**config.mk**
```make
export PLATFORM = sky130hd
export DESIGN_NAME = apb_master_ctrl_flat
export DESIGN_NICKNAME = d
export VERILOG_FILES = /design/src/rtl/apb_master_ctrl_pkg.sv /design/src/rtl/apb_master_ctrl_if.sv /design/src/rtl/apb_master_ctrl_addr_decode.sv /design/src/rtl/apb_master_ctrl.sv /design/src/flat_wrapper.sv
export SDC_FILE = /design/constraint.sdc
export NUM_CORES = 1
export LEC_CHECK = 0
export CAP_MARGIN = 10
export CORE_ASPECT_RATIO = 1.5
export CORE_MARGIN = 2
export CORE_UTILIZATION = 35
export DETAILED_ROUTE_END_ITERATION = 8
export HOLD_SLACK_MARGIN = 0.02
export PLACE_DENSITY_LB_ADDON = 0.25
export RECOVER_POWER = 50
export SLEW_MARGIN = 40
export SYNTH_ARGS = -nofsm -noshare
export SYNTH_HDL_FRONTEND = slang
export SYNTH_SLANG_ARGS = --single-unit
```
**constraint.sdc**
```tcl
create_clock -name clk -period 2.54 [get_ports clk]
set_input_delay 0.508 -clock clk [delete_from_list [all_inputs] [get_ports clk]]
set_output_delay 0.508 -clock clk [all_outputs]
set_load 0.05 [all_outputs]
```
**src/rtl/apb_master_ctrl_pkg.sv**
```systemverilog
`default_nettype none
// ============================================================================
//  Module   : apb_master_pkg
//  Purpose  : Shared types and constants for the APB4 master controller.
//  Revision : 1.0  initial release
// ============================================================================
package apb_master_pkg;

    typedef enum logic [1:0] {
        ST_IDLE   = 2'd0,
        ST_SETUP  = 2'd1,
        ST_ACCESS = 2'd2,
        ST_RESP   = 2'd3
    } state_t;

    typedef enum logic [1:0] {
        RSP_OKAY    = 2'b00,
        RSP_SLVERR  = 2'b01,
        RSP_TIMEOUT = 2'b10,
        RSP_DECERR  = 2'b11
    } rsp_err_t;

    localparam int ERR_CNT_W = 16;

    // A single slave still needs a 1-bit index vector.
    function automatic int idx_width(input int n);
        return (n > 1) ? $clog2(n) : 1;
    endfunction

endpackage
`default_nettype wire

```
**src/rtl/apb_master_ctrl_if.sv**
```systemverilog
`default_nettype none
// ============================================================================
//  Module   : apb_master_ctrl_if
//  Purpose  : Request/response channel plus APB4 bus bundle for the master.
//  Revision : 1.0  initial release
// ============================================================================
interface apb_master_ctrl_if #(
    parameter int ADDR_WIDTH  = 32,
    parameter int DATA_WIDTH  = 32,
    parameter int PPROT_WIDTH = 3,
    parameter int NUM_SLAVES  = 4
);
    logic                           req_valid;
    logic                           req_ready;
    logic                           req_write;
    logic [ADDR_WIDTH-1:0]          req_addr;
    logic [DATA_WIDTH-1:0]          req_wdata;
    logic [DATA_WIDTH/8-1:0]        req_strb;
    logic [PPROT_WIDTH-1:0]         req_prot;

    logic                           rsp_valid;
    logic                           rsp_ready;
    logic [DATA_WIDTH-1:0]          rsp_rdata;
    logic [1:0]                     rsp_err;

    logic [ADDR_WIDTH-1:0]          m_apb_paddr;
    logic                           m_apb_pwrite;
    logic [DATA_WIDTH-1:0]          m_apb_pwdata;
    logic [DATA_WIDTH/8-1:0]        m_apb_pstrb;
    logic [PPROT_WIDTH-1:0]         m_apb_pprot;
    logic [NUM_SLAVES-1:0]          m_apb_psel;
    logic                           m_apb_penable;
    logic [NUM_SLAVES*DATA_WIDTH-1:0] m_apb_prdata;
    logic [NUM_SLAVES-1:0]          m_apb_pready;
    logic [NUM_SLAVES-1:0]          m_apb_pslverr;

    modport master (
        input  req_valid, req_write, req_addr, req_wdata, req_strb, req_prot,
        output req_ready,
        output rsp_valid, rsp_rdata, rsp_err,
        input  rsp_ready,
        output m_apb_paddr, m_apb_pwrite, m_apb_pwdata, m_apb_pstrb, m_apb_pprot,
        output m_apb_psel, m_apb_penable,
        input  m_apb_prdata, m_apb_pready, m_apb_pslverr
    );

    modport slave (
        output req_valid, req_write, req_addr, req_wdata, req_strb, req_prot,
        input  req_ready,
        input  rsp_valid, rsp_rdata, rsp_err,
        output rsp_ready,
        input  m_apb_paddr, m_apb_pwrite, m_apb_pwdata, m_apb_pstrb, m_apb_pprot,
        input  m_apb_psel, m_apb_penable,
        output m_apb_prdata, m_apb_pready, m_apb_pslverr
    );
endinterface
`default_nettype wire

```
**src/rtl/apb_master_ctrl_addr_decode.sv**
```systemverilog
`default_nettype none
// ============================================================================
//  Module   : apb_addr_decode
//  Purpose  : Byte address to slave index, one-hot select and decode error.
//  Revision : 1.0  initial release
// ============================================================================
module apb_addr_decode
    import apb_master_pkg::*;
#(
    parameter int ADDR_WIDTH = 32,
    parameter int NUM_SLAVES = 4,
    parameter int SEL_LSB    = 12
) (
    input  wire logic [ADDR_WIDTH-1:0]                addr,
    output logic      [idx_width(NUM_SLAVES)-1:0]     idx,
    output logic      [NUM_SLAVES-1:0]                sel,
    output logic                                      dec_err
);
    localparam int c_IDX_W = idx_width(NUM_SLAVES);

    logic w_unused_addr;
    assign w_unused_addr = ^addr;

    generate
        if (NUM_SLAVES == 1) begin : g_single
            assign idx     = '0;
            assign sel     = 1'b1;
            assign dec_err = 1'b0;
        end else begin : g_multi
            localparam logic [c_IDX_W:0] c_NUM = (c_IDX_W+1)'(NUM_SLAVES);

            assign idx     = addr[SEL_LSB +: c_IDX_W];
            // Non-power-of-two slave counts leave unused index codes.
            assign dec_err = ({1'b0, idx} >= c_NUM);

            always_comb begin
                sel = '0;
                for (int i = 0; i < NUM_SLAVES; i++) begin
                    sel[i] = (idx == c_IDX_W'(i));
                end
            end
        end
    endgenerate

endmodule
`default_nettype wire

```
**src/rtl/apb_master_ctrl.sv**
```systemverilog
`default_nettype none
// ============================================================================
//  Module   : apb_master_ctrl
//  Purpose  : APB4 master bridging a valid/ready request channel to NUM_SLAVES
//             peripherals, with decode error, PSLVERR and wait-state timeout.
//  Revision : 1.0  initial release
// ============================================================================
module apb_master_ctrl
    import apb_master_pkg::*;
#(
    parameter int ADDR_WIDTH     = 32,
    parameter int DATA_WIDTH     = 32,
    parameter int PPROT_WIDTH    = 3,
    parameter int NUM_SLAVES     = 4,
    parameter int SEL_LSB        = 12,
    parameter int TIMEOUT_CYCLES = 256
) (
    input  wire logic                 clk,
    input  wire logic                 reset,
    apb_master_ctrl_if.master         bus,
    output logic [ERR_CNT_W-1:0]      err_count
);
    localparam int c_STRB_W = DATA_WIDTH / 8;
    localparam int c_IDX_W  = idx_width(NUM_SLAVES);
    localparam int c_TO_W   = (TIMEOUT_CYCLES > 0) ? $clog2(TIMEOUT_CYCLES + 1) : 1;
    localparam logic [c_TO_W-1:0] c_TO_LIMIT = c_TO_W'(TIMEOUT_CYCLES);
    localparam bit   c_TO_EN    = (TIMEOUT_CYCLES > 0);

    state_t                   r_state, w_state_nx;

    logic [ADDR_WIDTH-1:0]    r_paddr;
    logic                     r_pwrite;
    logic [DATA_WIDTH-1:0]    r_pwdata;
    logic [c_STRB_W-1:0]      r_pstrb;
    logic [PPROT_WIDTH-1:0]   r_pprot;
    logic [NUM_SLAVES-1:0]    r_sel;
    logic [c_TO_W-1:0]        r_to_cnt;
    logic [DATA_WIDTH-1:0]    r_rsp_rdata;
    rsp_err_t                 r_rsp_err;
    logic [ERR_CNT_W-1:0]     r_err_count;

    logic [c_IDX_W-1:0]       w_dec_idx;
    logic [NUM_SLAVES-1:0]    w_dec_sel;
    logic                     w_dec_err;
    logic [DATA_WIDTH-1:0]    w_prdata;
    logic                     w_pready;
    logic                     w_pslverr;
    logic                     w_timeout;
    logic                     w_req_hs;
    logic                     w_load_rsp;
    rsp_err_t                 w_rsp_err_d;
    logic [DATA_WIDTH-1:0]    w_rsp_rdata_d;
    logic                     w_unused_idx;

    apb_addr_decode #(
        .ADDR_WIDTH (ADDR_WIDTH),
        .NUM_SLAVES (NUM_SLAVES),
        .SEL_LSB    (SEL_LSB)
    ) u_decode (
        .addr    (bus.req_addr),
        .idx     (w_dec_idx),
        .sel     (w_dec_sel),
        .dec_err (w_dec_err)
    );

    assign w_unused_idx = ^w_dec_idx;

    // Only the registered one-hot select can contribute, so other slaves are ignored.
    always_comb begin
        w_prdata  = '0;
        w_pready  = 1'b0;
        w_pslverr = 1'b0;
        for (int i = 0; i < NUM_SLAVES; i++) begin
            w_prdata  = w_prdata  | (bus.m_apb_prdata[i*DATA_WIDTH +: DATA_WIDTH] & {DATA_WIDTH{r_sel[i]}});
            w_pready  = w_pready  | (bus.m_apb_pready[i]  & r_sel[i]);
            w_pslverr = w_pslverr | (bus.m_apb_pslverr[i] & r_sel[i]);
        end
    end

    assign w_timeout = c_TO_EN && ((r_to_cnt + c_TO_W'(1)) == c_TO_LIMIT);

    always_ff @(posedge clk) begin
        if (reset) r_state <= ST_IDLE;
        else       r_state <= w_state_nx;
    end

    always_comb begin
        w_state_nx    = r_state;
        w_req_hs      = 1'b0;
        w_load_rsp    = 1'b0;
        w_rsp_err_d   = RSP_OKAY;
        w_rsp_rdata_d = '0;
        case (r_state)
            ST_IDLE: begin
                if (bus.req_valid) begin
                    w_req_hs = 1'b1;
                    if (w_dec_err) begin
                        w_state_nx  = ST_RESP;
                        w_load_rsp  = 1'b1;
                        w_rsp_err_d = RSP_DECERR;
                    end else begin
                        w_state_nx  = ST_SETUP;
                    end
                end
            end
            ST_SETUP: w_state_nx = ST_ACCESS;
            ST_ACCESS: begin
                // A pready coinciding with the timeout completes normally.
                if (w_pready) begin
                    w_state_nx = ST_RESP;
                    w_load_rsp = 1'b1;
                    if (w_pslverr) begin
                        w_rsp_err_d = RSP_SLVERR;
                    end else begin
                        w_rsp_err_d   = RSP_OKAY;
                        w_rsp_rdata_d = r_pwrite ? '0 : w_prdata;
                    end
                end else if (w_timeout) begin
                    w_state_nx  = ST_RESP;
                    w_load_rsp  = 1'b1;
                    w_rsp_err_d = RSP_TIMEOUT;
                end
            end
            ST_RESP: begin
                if (bus.rsp_ready) w_state_nx = ST_IDLE;
            end
            default: w_state_nx = ST_IDLE;
        endcase
    end

    always_ff @(posedge clk) begin
        if (reset) begin
            r_paddr     <= '0;
            r_pwrite    <= 1'b0;
            r_pwdata    <= '0;
            r_pstrb     <= '0;
            r_pprot     <= '0;
            r_sel       <= '0;
            r_to_cnt    <= '0;
            r_rsp_rdata <= '0;
            r_rsp_err   <= RSP_OKAY;
            r_err_count <= '0;
        end else begin
            if (w_req_hs) begin
                r_paddr  <= bus.req_addr;
                r_pwrite <= bus.req_write;
                r_pprot  <= bus.req_prot;
                r_pstrb  <= bus.req_write ? bus.req_strb : '0;
                r_sel    <= w_dec_sel;
                if (bus.req_write) r_pwdata <= bus.req_wdata;
            end
            if (r_state == ST_SETUP)       r_to_cnt <= '0;
            else if (r_state == ST_ACCESS) r_to_cnt <= r_to_cnt + c_TO_W'(1);
            if (w_load_rsp) begin
                r_rsp_rdata <= w_rsp_rdata_d;
                r_rsp_err   <= w_rsp_err_d;
                if ((w_rsp_err_d != RSP_OKAY) && (r_err_count != '1))
                    r_err_count <= r_err_count + ERR_CNT_W'(1);
            end
        end
    end

    assign bus.req_ready     = (r_state == ST_IDLE) && !reset;
    assign bus.rsp_valid     = (r_state == ST_RESP);
    assign bus.rsp_rdata     = r_rsp_rdata;
    assign bus.rsp_err       = r_rsp_err;
    assign bus.m_apb_paddr   = r_paddr;
    assign bus.m_apb_pwrite  = r_pwrite;
    assign bus.m_apb_pwdata  = r_pwdata;
    assign bus.m_apb_pstrb   = r_pstrb;
    assign bus.m_apb_pprot   = r_pprot;
    assign bus.m_apb_psel    = ((r_state == ST_SETUP) || (r_state == ST_ACCESS)) ? r_sel : '0;
    assign bus.m_apb_penable = (r_state == ST_ACCESS);
    assign err_count         = r_err_count;

endmodule
`default_nettype wire

```
**src/flat_wrapper.sv**
```systemverilog
// flat-port wrapper written by rule: the top's interface ports become plain ports
module apb_master_ctrl_flat import apb_master_pkg::*;
#(
    parameter int ADDR_WIDTH     = 32,
    parameter int DATA_WIDTH     = 32,
    parameter int PPROT_WIDTH    = 3,
    parameter int NUM_SLAVES     = 4,
    parameter int SEL_LSB        = 12,
    parameter int TIMEOUT_CYCLES = 256
)
  (clk, reset, err_count, bus_req_valid, bus_req_write, bus_req_addr, bus_req_wdata, bus_req_strb, bus_req_prot, bus_req_ready, bus_rsp_valid, bus_rsp_rdata, bus_rsp_err, bus_rsp_ready, bus_m_apb_paddr, bus_m_apb_pwrite, bus_m_apb_pwdata, bus_m_apb_pstrb, bus_m_apb_pprot, bus_m_apb_psel, bus_m_apb_penable, bus_m_apb_prdata, bus_m_apb_pready, bus_m_apb_pslverr);
  apb_master_ctrl_if #(.ADDR_WIDTH(ADDR_WIDTH), .DATA_WIDTH(DATA_WIDTH), .PPROT_WIDTH(PPROT_WIDTH), .NUM_SLAVES(NUM_SLAVES)) bus_i ();
  input  wire logic clk;
  input  wire logic reset;
  output logic [ERR_CNT_W-1:0] err_count;
  input wire logic [$bits(bus_i.req_valid)-1:0] bus_req_valid;
  input wire logic [$bits(bus_i.req_write)-1:0] bus_req_write;
  input wire logic [$bits(bus_i.req_addr)-1:0] bus_req_addr;
  input wire logic [$bits(bus_i.req_wdata)-1:0] bus_req_wdata;
  input wire logic [$bits(bus_i.req_strb)-1:0] bus_req_strb;
  input wire logic [$bits(bus_i.req_prot)-1:0] bus_req_prot;
  output wire logic [$bits(bus_i.req_ready)-1:0] bus_req_ready;
  output wire logic [$bits(bus_i.rsp_valid)-1:0] bus_rsp_valid;
  output wire logic [$bits(bus_i.rsp_rdata)-1:0] bus_rsp_rdata;
  output wire logic [$bits(bus_i.rsp_err)-1:0] bus_rsp_err;
  input wire logic [$bits(bus_i.rsp_ready)-1:0] bus_rsp_ready;
  output wire logic [$bits(bus_i.m_apb_paddr)-1:0] bus_m_apb_paddr;
  output wire logic [$bits(bus_i.m_apb_pwrite)-1:0] bus_m_apb_pwrite;
  output wire logic [$bits(bus_i.m_apb_pwdata)-1:0] bus_m_apb_pwdata;
  output wire logic [$bits(bus_i.m_apb_pstrb)-1:0] bus_m_apb_pstrb;
  output wire logic [$bits(bus_i.m_apb_pprot)-1:0] bus_m_apb_pprot;
  output wire logic [$bits(bus_i.m_apb_psel)-1:0] bus_m_apb_psel;
  output wire logic [$bits(bus_i.m_apb_penable)-1:0] bus_m_apb_penable;
  input wire logic [$bits(bus_i.m_apb_prdata)-1:0] bus_m_apb_prdata;
  input wire logic [$bits(bus_i.m_apb_pready)-1:0] bus_m_apb_pready;
  input wire logic [$bits(bus_i.m_apb_pslverr)-1:0] bus_m_apb_pslverr;
  assign bus_i.req_valid = bus_req_valid;
  assign bus_i.req_write = bus_req_write;
  assign bus_i.req_addr = bus_req_addr;
  assign bus_i.req_wdata = bus_req_wdata;
  assign bus_i.req_strb = bus_req_strb;
  assign bus_i.req_prot = bus_req_prot;
  assign bus_req_ready = bus_i.req_ready;
  assign bus_rsp_valid = bus_i.rsp_valid;
  assign bus_rsp_rdata = bus_i.rsp_rdata;
  assign bus_rsp_err = bus_i.rsp_err;
  assign bus_i.rsp_ready = bus_rsp_ready;
  assign bus_m_apb_paddr = bus_i.m_apb_paddr;
  assign bus_m_apb_pwrite = bus_i.m_apb_pwrite;
  assign bus_m_apb_pwdata = bus_i.m_apb_pwdata;
  assign bus_m_apb_pstrb = bus_i.m_apb_pstrb;
  assign bus_m_apb_pprot = bus_i.m_apb_pprot;
  assign bus_m_apb_psel = bus_i.m_apb_psel;
  assign bus_m_apb_penable = bus_i.m_apb_penable;
  assign bus_i.m_apb_prdata = bus_m_apb_prdata;
  assign bus_i.m_apb_pready = bus_m_apb_pready;
  assign bus_i.m_apb_pslverr = bus_m_apb_pslverr;
  apb_master_ctrl #(.ADDR_WIDTH(ADDR_WIDTH), .DATA_WIDTH(DATA_WIDTH), .PPROT_WIDTH(PPROT_WIDTH), .NUM_SLAVES(NUM_SLAVES), .SEL_LSB(SEL_LSB), .TIMEOUT_CYCLES(TIMEOUT_CYCLES)) u_core (.clk(clk), .reset(reset), .bus(bus_i), .err_count(err_count));
endmodule
```
==> results.toml, run 1 <==
[outcome]
status = "finished clean"

[timing]
slew_violations = 0
tns_ns = 0
fin_skew_ns = 0.01129
post-route-min-period_ns = 2.347
setup_violations = 0
period_share_pct = 92.40
timing.fmax_mhz = 426.1
maxSlewHeadroom_pct = 38.46
finalHoldViolCount = 0
hold_ws_ns = 0.4488
setup_slack_ns = 0.1930
tightest_slew_ns = 0.9231
rsz0062_at_grt = "false"

[drt]
vias = 6378
wirelength_um = 21800
drt_iter0_markers = 337
ant_nets = 0
viasPerCell = 5.164
firstDrtPassIters = 4
wl_per_cell_um = 17.65
remaining_drc_errors = 0

[clock_network]
cts_buffer_depth = 2
cts_resized = 0
clk_pin_slew_ns = 0.07
root_buffer = "clkbuf_16"
ctsHoldBuffers = 0
cts_tree = "yes"
cts_num_sinks = 137
clkLatencyLatePin_ns = 0.41
cts_buffers = 17
htree_levels = 4
postCtsSetupBuffers = 0

[layout]
mostFrequentLayoutCell = "clkdlybuf4s50_1"
layout_common_cells = "clkdlybuf4s50_1 (323), nand2_1 (153), dfxtp_1 (137), a21oi_1 (90), a22o_1 (33)"
final_util_pct = 60.49
final_nets = 1231
num_antenna_cells = 0
synthToLayoutAreaGrowth_pct = 70.69
final_layout_size_suffix_gt1_share_pct = 7.317
final_cells = 1235

[global_route]
grt_max_degree = 51
grt-ovfl-total = 0
grt_pass1_wl_um = 32630
gr-usage-all-layers_pct = 23.56
antenna_found_initial = 0
grt_pass1_vias = 6296

[yosys]
synth_cells = 684
yosysUniqueCellTypes = 56
syn-cell-area_mm2 = 0.005916
synthTopCellsByArea = "dfxtp_1 (46%), nand2_1 (9.7%), a21oi_1 (7.6%)"
synth_ff_type = "dfxtp_1"
synth_nets = 903
async_flop_share_pct = 0
synth.avg_cell_area_um2 = 8.649
yosysTopAreaCell = "dfxtp_1"
synth-seq-area-share_pct = 46.36
synth_seq_cells = 137
synth.yosys.warnings = 0
synth_top_area_share_pct = 46.36
synth-edff-count = 0

[place]
portBuffers = 340
dp_hpwl_um = 16320
place_congestion = 0.8619
dp.cells = 1203
dp_worst_setup_slack_ns = 0.09630

[power]
ir_drop_uv = 450.3
p_per_area_mw_per_mm2 = 689.9
p_leak_nw = 3.590

[floorplan]
core_region_area_mm2 = 0.01669
die_x_um = 110.2
io_pins = 341
chipHeight_um = 163.2
dieArea_mm2 = 0.01798
start_util_pct = 35.44
num_rows = 58

[worst_setup_path]
worst-path-max-fanout = 4
crit_type = "reg -> out"
cp_cell_sequence = "ha_1 -> clkdlybuf4s50_1"
start_kind = "flop"
rrSetupSlack_ns = 0.28
cp_data_required_time_ns = 2.03
worstSetupEndpointType = "output pin"
path_buf_inv = 1
cpPeakStageDelay_ns = 0.83
worst_path_max_delay_cell = "clkdlybuf4s50_1"
arrival_ns = 1.84
cp_top_family = "buffers and inverters"

[flow_run]
cap_violations = 0

[min_path]
holdCritPathClass = "reg -> reg"
==> worst paths after layout <==
kind / startpoint / endpoint / depth (start not counted)
hold / removal: u_core.bus.m_apb_pwdata[0] / u_core.bus.m_apb_pwdata[0] / 2
setup / recovery: u_core.r_state[0] / bus_rsp_valid / 2
setup reg to reg: u_core.r_to_cnt[4] / u_core.err_count[3] / 7
hold reg to reg: u_core.bus.m_apb_pwdata[0] / u_core.bus.m_apb_pwdata[0] / 2
==> power by group <==
part | total [mW] | switching [mW] | internal [mW]
Sequential | 2.43 | 0.109 | 2.33
Clock | 2.34 | 1.05 | 1.29
Combinational | 2.20 | 1.33 | 0.863
==> logic make-up (layout without fill, tap and decap cells) <==
group / count (synthesis) / after routing / share of synthesized area (%)
muxes: 6 / 6 / 1.290
and+or+nand+nor: 243 / 243 / 18.89
buffers and inverters: 66 / 407 / 4.801
adders and majority gates: 7 / 7 / 1.480
DFF: 137 / 137 / 46.36
AOI/OAI and AO/OA: 218 / 218 / 26.14
xor gates and xnor gates: 7 / 7 / 1.036
==> sequential cells by signal, summed over array words and instances (netlist names) <==
signal / flops
u_core.bus.m_apb_pwrite: 1
u_core.r_state: 2
u_core.bus.m_apb_pprot: 3
u_core.err_count: 16
u_core.r_sel: 4
u_core.bus.m_apb_paddr: 32
u_core.r_to_cnt: 9
u_core.bus.m_apb_pstrb: 4
u_core.bus.rsp_err: 2
u_core.bus.m_apb_pwdata: 32
u_core.bus.rsp_rdata: 32
==> through the flow <==
stage	instance area (um2)	power, mW
finish	10100	6.966
global route	10100	7.300
CTS	10170	7.122
detailed placement	9618	4.754
global placement	9618	4.733
floorplan	5916	3.752
==> layer usage <==
layer	GRT usage (%)	routed length, um	vias to the layer above
li1	-	-	3131
met1	26.31	8428	2944
met2	41.05	10620	280
met3	9.178	2413	23
met4	6.591	335	0
met5	0	0	-
==> worst min-delay path, delay by kind of cell (launching register included) <==
family / cells / cell delay [ns]
compound gates: 1 / 0.05
flops: 1 / 0.30
simple gates: 1 / 0.05
==> cell type report <==
| cell class | count | area [um2] |
|---|---|---|
| fillers | 1523 | 6594 |
| multi-input cells | 481 | 2874 |
| well taps | 210 | 262.8 |
| flip-flops and latches | 137 | 2743 |
| clock inverters | 15 | 131.4 |
| inverters | 10 | 37.54 |
| repair buffers | 365 | 3623 |
| clock buffers | 17 | 425.4 |
==> synth_stat cells (all sizes together), types with 2 or more instances <==
cell / instances
a21oi: 92
a221oi: 32
a22o: 33
a22oi: 4
and2: 6
and3: 5
and4: 2
buf: 16
clkbuf: 40
dfxtp: 137
ha: 7
inv: 10
mux2: 4
mux2i: 2
nand2: 153
nand3: 13
nand3b: 4
nand4: 10
nor2: 25
nor2b: 4
nor3: 8
nor4: 2
o21a: 2
o21ai: 6
o2bb2ai: 32
o31ai: 5
or3: 5
or4: 5
xor2: 6
No activity file was read; power rests on OpenSTA's default activity.
==> run 2, diff against run 1 <==
MAX_ROUTING_LAYER = met4   (was not set)
==> results.toml, run 2 (same netlist as run 1, synthesis figures left out) <==
[worst_setup_path]
rrSetupSlack_ns = 0.29
arrival_ns = 1.85
path_buf_inv = 1
start_kind = "flop"
cp_cell_sequence = "ha_1 -> clkdlybuf4s50_1"
regToRegStartpoint = "u_core.r_to_cnt[4]"
worstRegToRegCells = 7
critical_path.startpoint = "u_core.r_state[0]"
crit_type = "reg -> out"
worst-path-max-fanout = 4
worstSetupEndpointType = "output pin"
cpPeakStageDelay_ns = 0.83
worst_path_max_delay_cell = "clkdlybuf4s50_1"
reg2reg_to = "u_core.err_count[3]"
cp_top_family = "buffers and inverters"
cp_data_required_time_ns = 2.03

[global_route]
antenna_found_initial = 0
grt-ovfl-total = 0
grt_use_met3_pct = 7.702
busiest_layer = "met2"
use_met2_pct = 40.96
use_met1_pct = 27.38
grt_pass1_wl_um = 32520
grt_max_degree = 51
grt_pass1_vias = 6333
gr-usage-all-layers_pct = 24.25

[drt]
remaining_drc_errors = 0
wl_per_cell_um = 17.68
wirelength_um = 21830
vias = 6336
drt_iter0_markers = 286
ant_nets = 0
firstDrtPassIters = 5
viasPerCell = 5.130

[clock_network]
cts_resized = 0
ctsHoldBuffers = 0
cts_tree = "yes"
cts_buffer_depth = 2
cts_buffers = 17
postCtsSetupBuffers = 0
root_buffer = "clkbuf_16"
cts_num_sinks = 137
htree_levels = 4
clkLatencyLatePin_ns = 0.41
clk_pin_slew_ns = 0.07

[timing]
post-route-min-period_ns = 2.357
tightest_slew_ns = 0.9227
tns_ns = 0
slew_violations = 0
maxSlewHeadroom_pct = 38.49
fin_skew_ns = 0.01187
rsz0062_at_grt = "false"
period_share_pct = 92.79
setup_violations = 0
finalHoldViolCount = 0
timing.fmax_mhz = 424.3

[layout]
mostFrequentLayoutCell = "clkdlybuf4s50_1"
final_layout_size_suffix_gt1_share_pct = 7.317
layout_common_cells = "clkdlybuf4s50_1 (323), nand2_1 (153), dfxtp_1 (137), a21oi_1 (90), a22o_1 (33)"
final_nets = 1231
fillCellCount = 1523
num_antenna_cells = 0
synthToLayoutAreaGrowth_pct = 70.69

[place]
place_congestion = 0.8758
dp_hpwl_um = 16320
portBuffers = 340

[min_path]
hold_path.startpoint = "u_core.bus.m_apb_pwdata[0]"
holdPathStages = 2
holdCritPathClass = "reg -> reg"
hold_end = "u_core.bus.m_apb_pwdata[0]"

[floorplan]
core_region_area_mm2 = 0.01669
chipHeight_um = 163.2
dieArea_mm2 = 0.01798
start_util_pct = 35.44
die_x_um = 110.2
num_rows = 58
io_pins = 341

[power]
p_per_area_mw_per_mm2 = 690.5
ir_drop_uv = 455.6
p_leak_nw = 3.590
power_mw = 6.972

[flow_run]
cap_violations = 0

[outcome]
status = "finished clean"
## run 2: layer usage
layer | part of all wire (%) | up-vias
met5 | 0 | -
met4 | 1.3 | 0
met3 | 11 | 19
met2 | 49 | 270
met1 | 39 | 2918
li1 | - | 3129
## run 2: cell type report
cell class              instances  area [um2]  share of cell area (%)
inverters                      10       37.54                  0.3717
multi-input cells             481        2874                   28.46
flip-flops and latches        137        2743                   27.16
clock inverters                15       131.4                   1.301
clock buffers                  17       425.4                   4.213
repair buffers                365        3623                   35.89
well taps                     210       262.8                   2.602
## run 2: tightest hold or removal path, cell delays in order, from the launching register on
cell and delay [ns]:
dfxtp_1 0.30, nand2_1 0.05, a21oi_1 0.05
## run 2: power breakdown
part	total (mW)	leakage [nW]	internal [mW]	switching (mW)
Sequential	2.43	1.11	2.33	0.109
Clock	2.34	0.268	1.29	1.05
Combinational	2.20	2.21	0.863	1.34
Total	6.97	3.59	4.48	2.49
## run 2: through the flow
stage	utilization [%]	hold WS (ns)	std cells	area, um2	setup slack [ns]
final	60.49	0.4498	1235	10100	0.1832
after global routing	60.49	0.4673	1235	10100	0.06347
after CTS	60.96	0.4541	1235	10170	0.1625
after detailed placement	57.62	0.4453	1203	9618	0.09630
after global placement	57.62	0.4394	1203	9618	0.1368
after floorplan	-	0.4581	684	5916	0.2110
## run 2: worst max path at each step
| stage | end | slack [ns] | depth (start not counted) |
|---|---|---|---|
| global route | u_core.bus.m_apb_paddr[7] | 0.06 | 6 |
| floorplan | u_core.err_count[8] | 0.21 | 7 |
| global placement | u_core.err_count[3] | 0.14 | 7 |
| finish | bus_rsp_valid | 0.18 | 2 |
| CTS | bus_rsp_valid | 0.16 | 2 |
| detailed placement | u_core.err_count[3] | 0.1 | 7 |
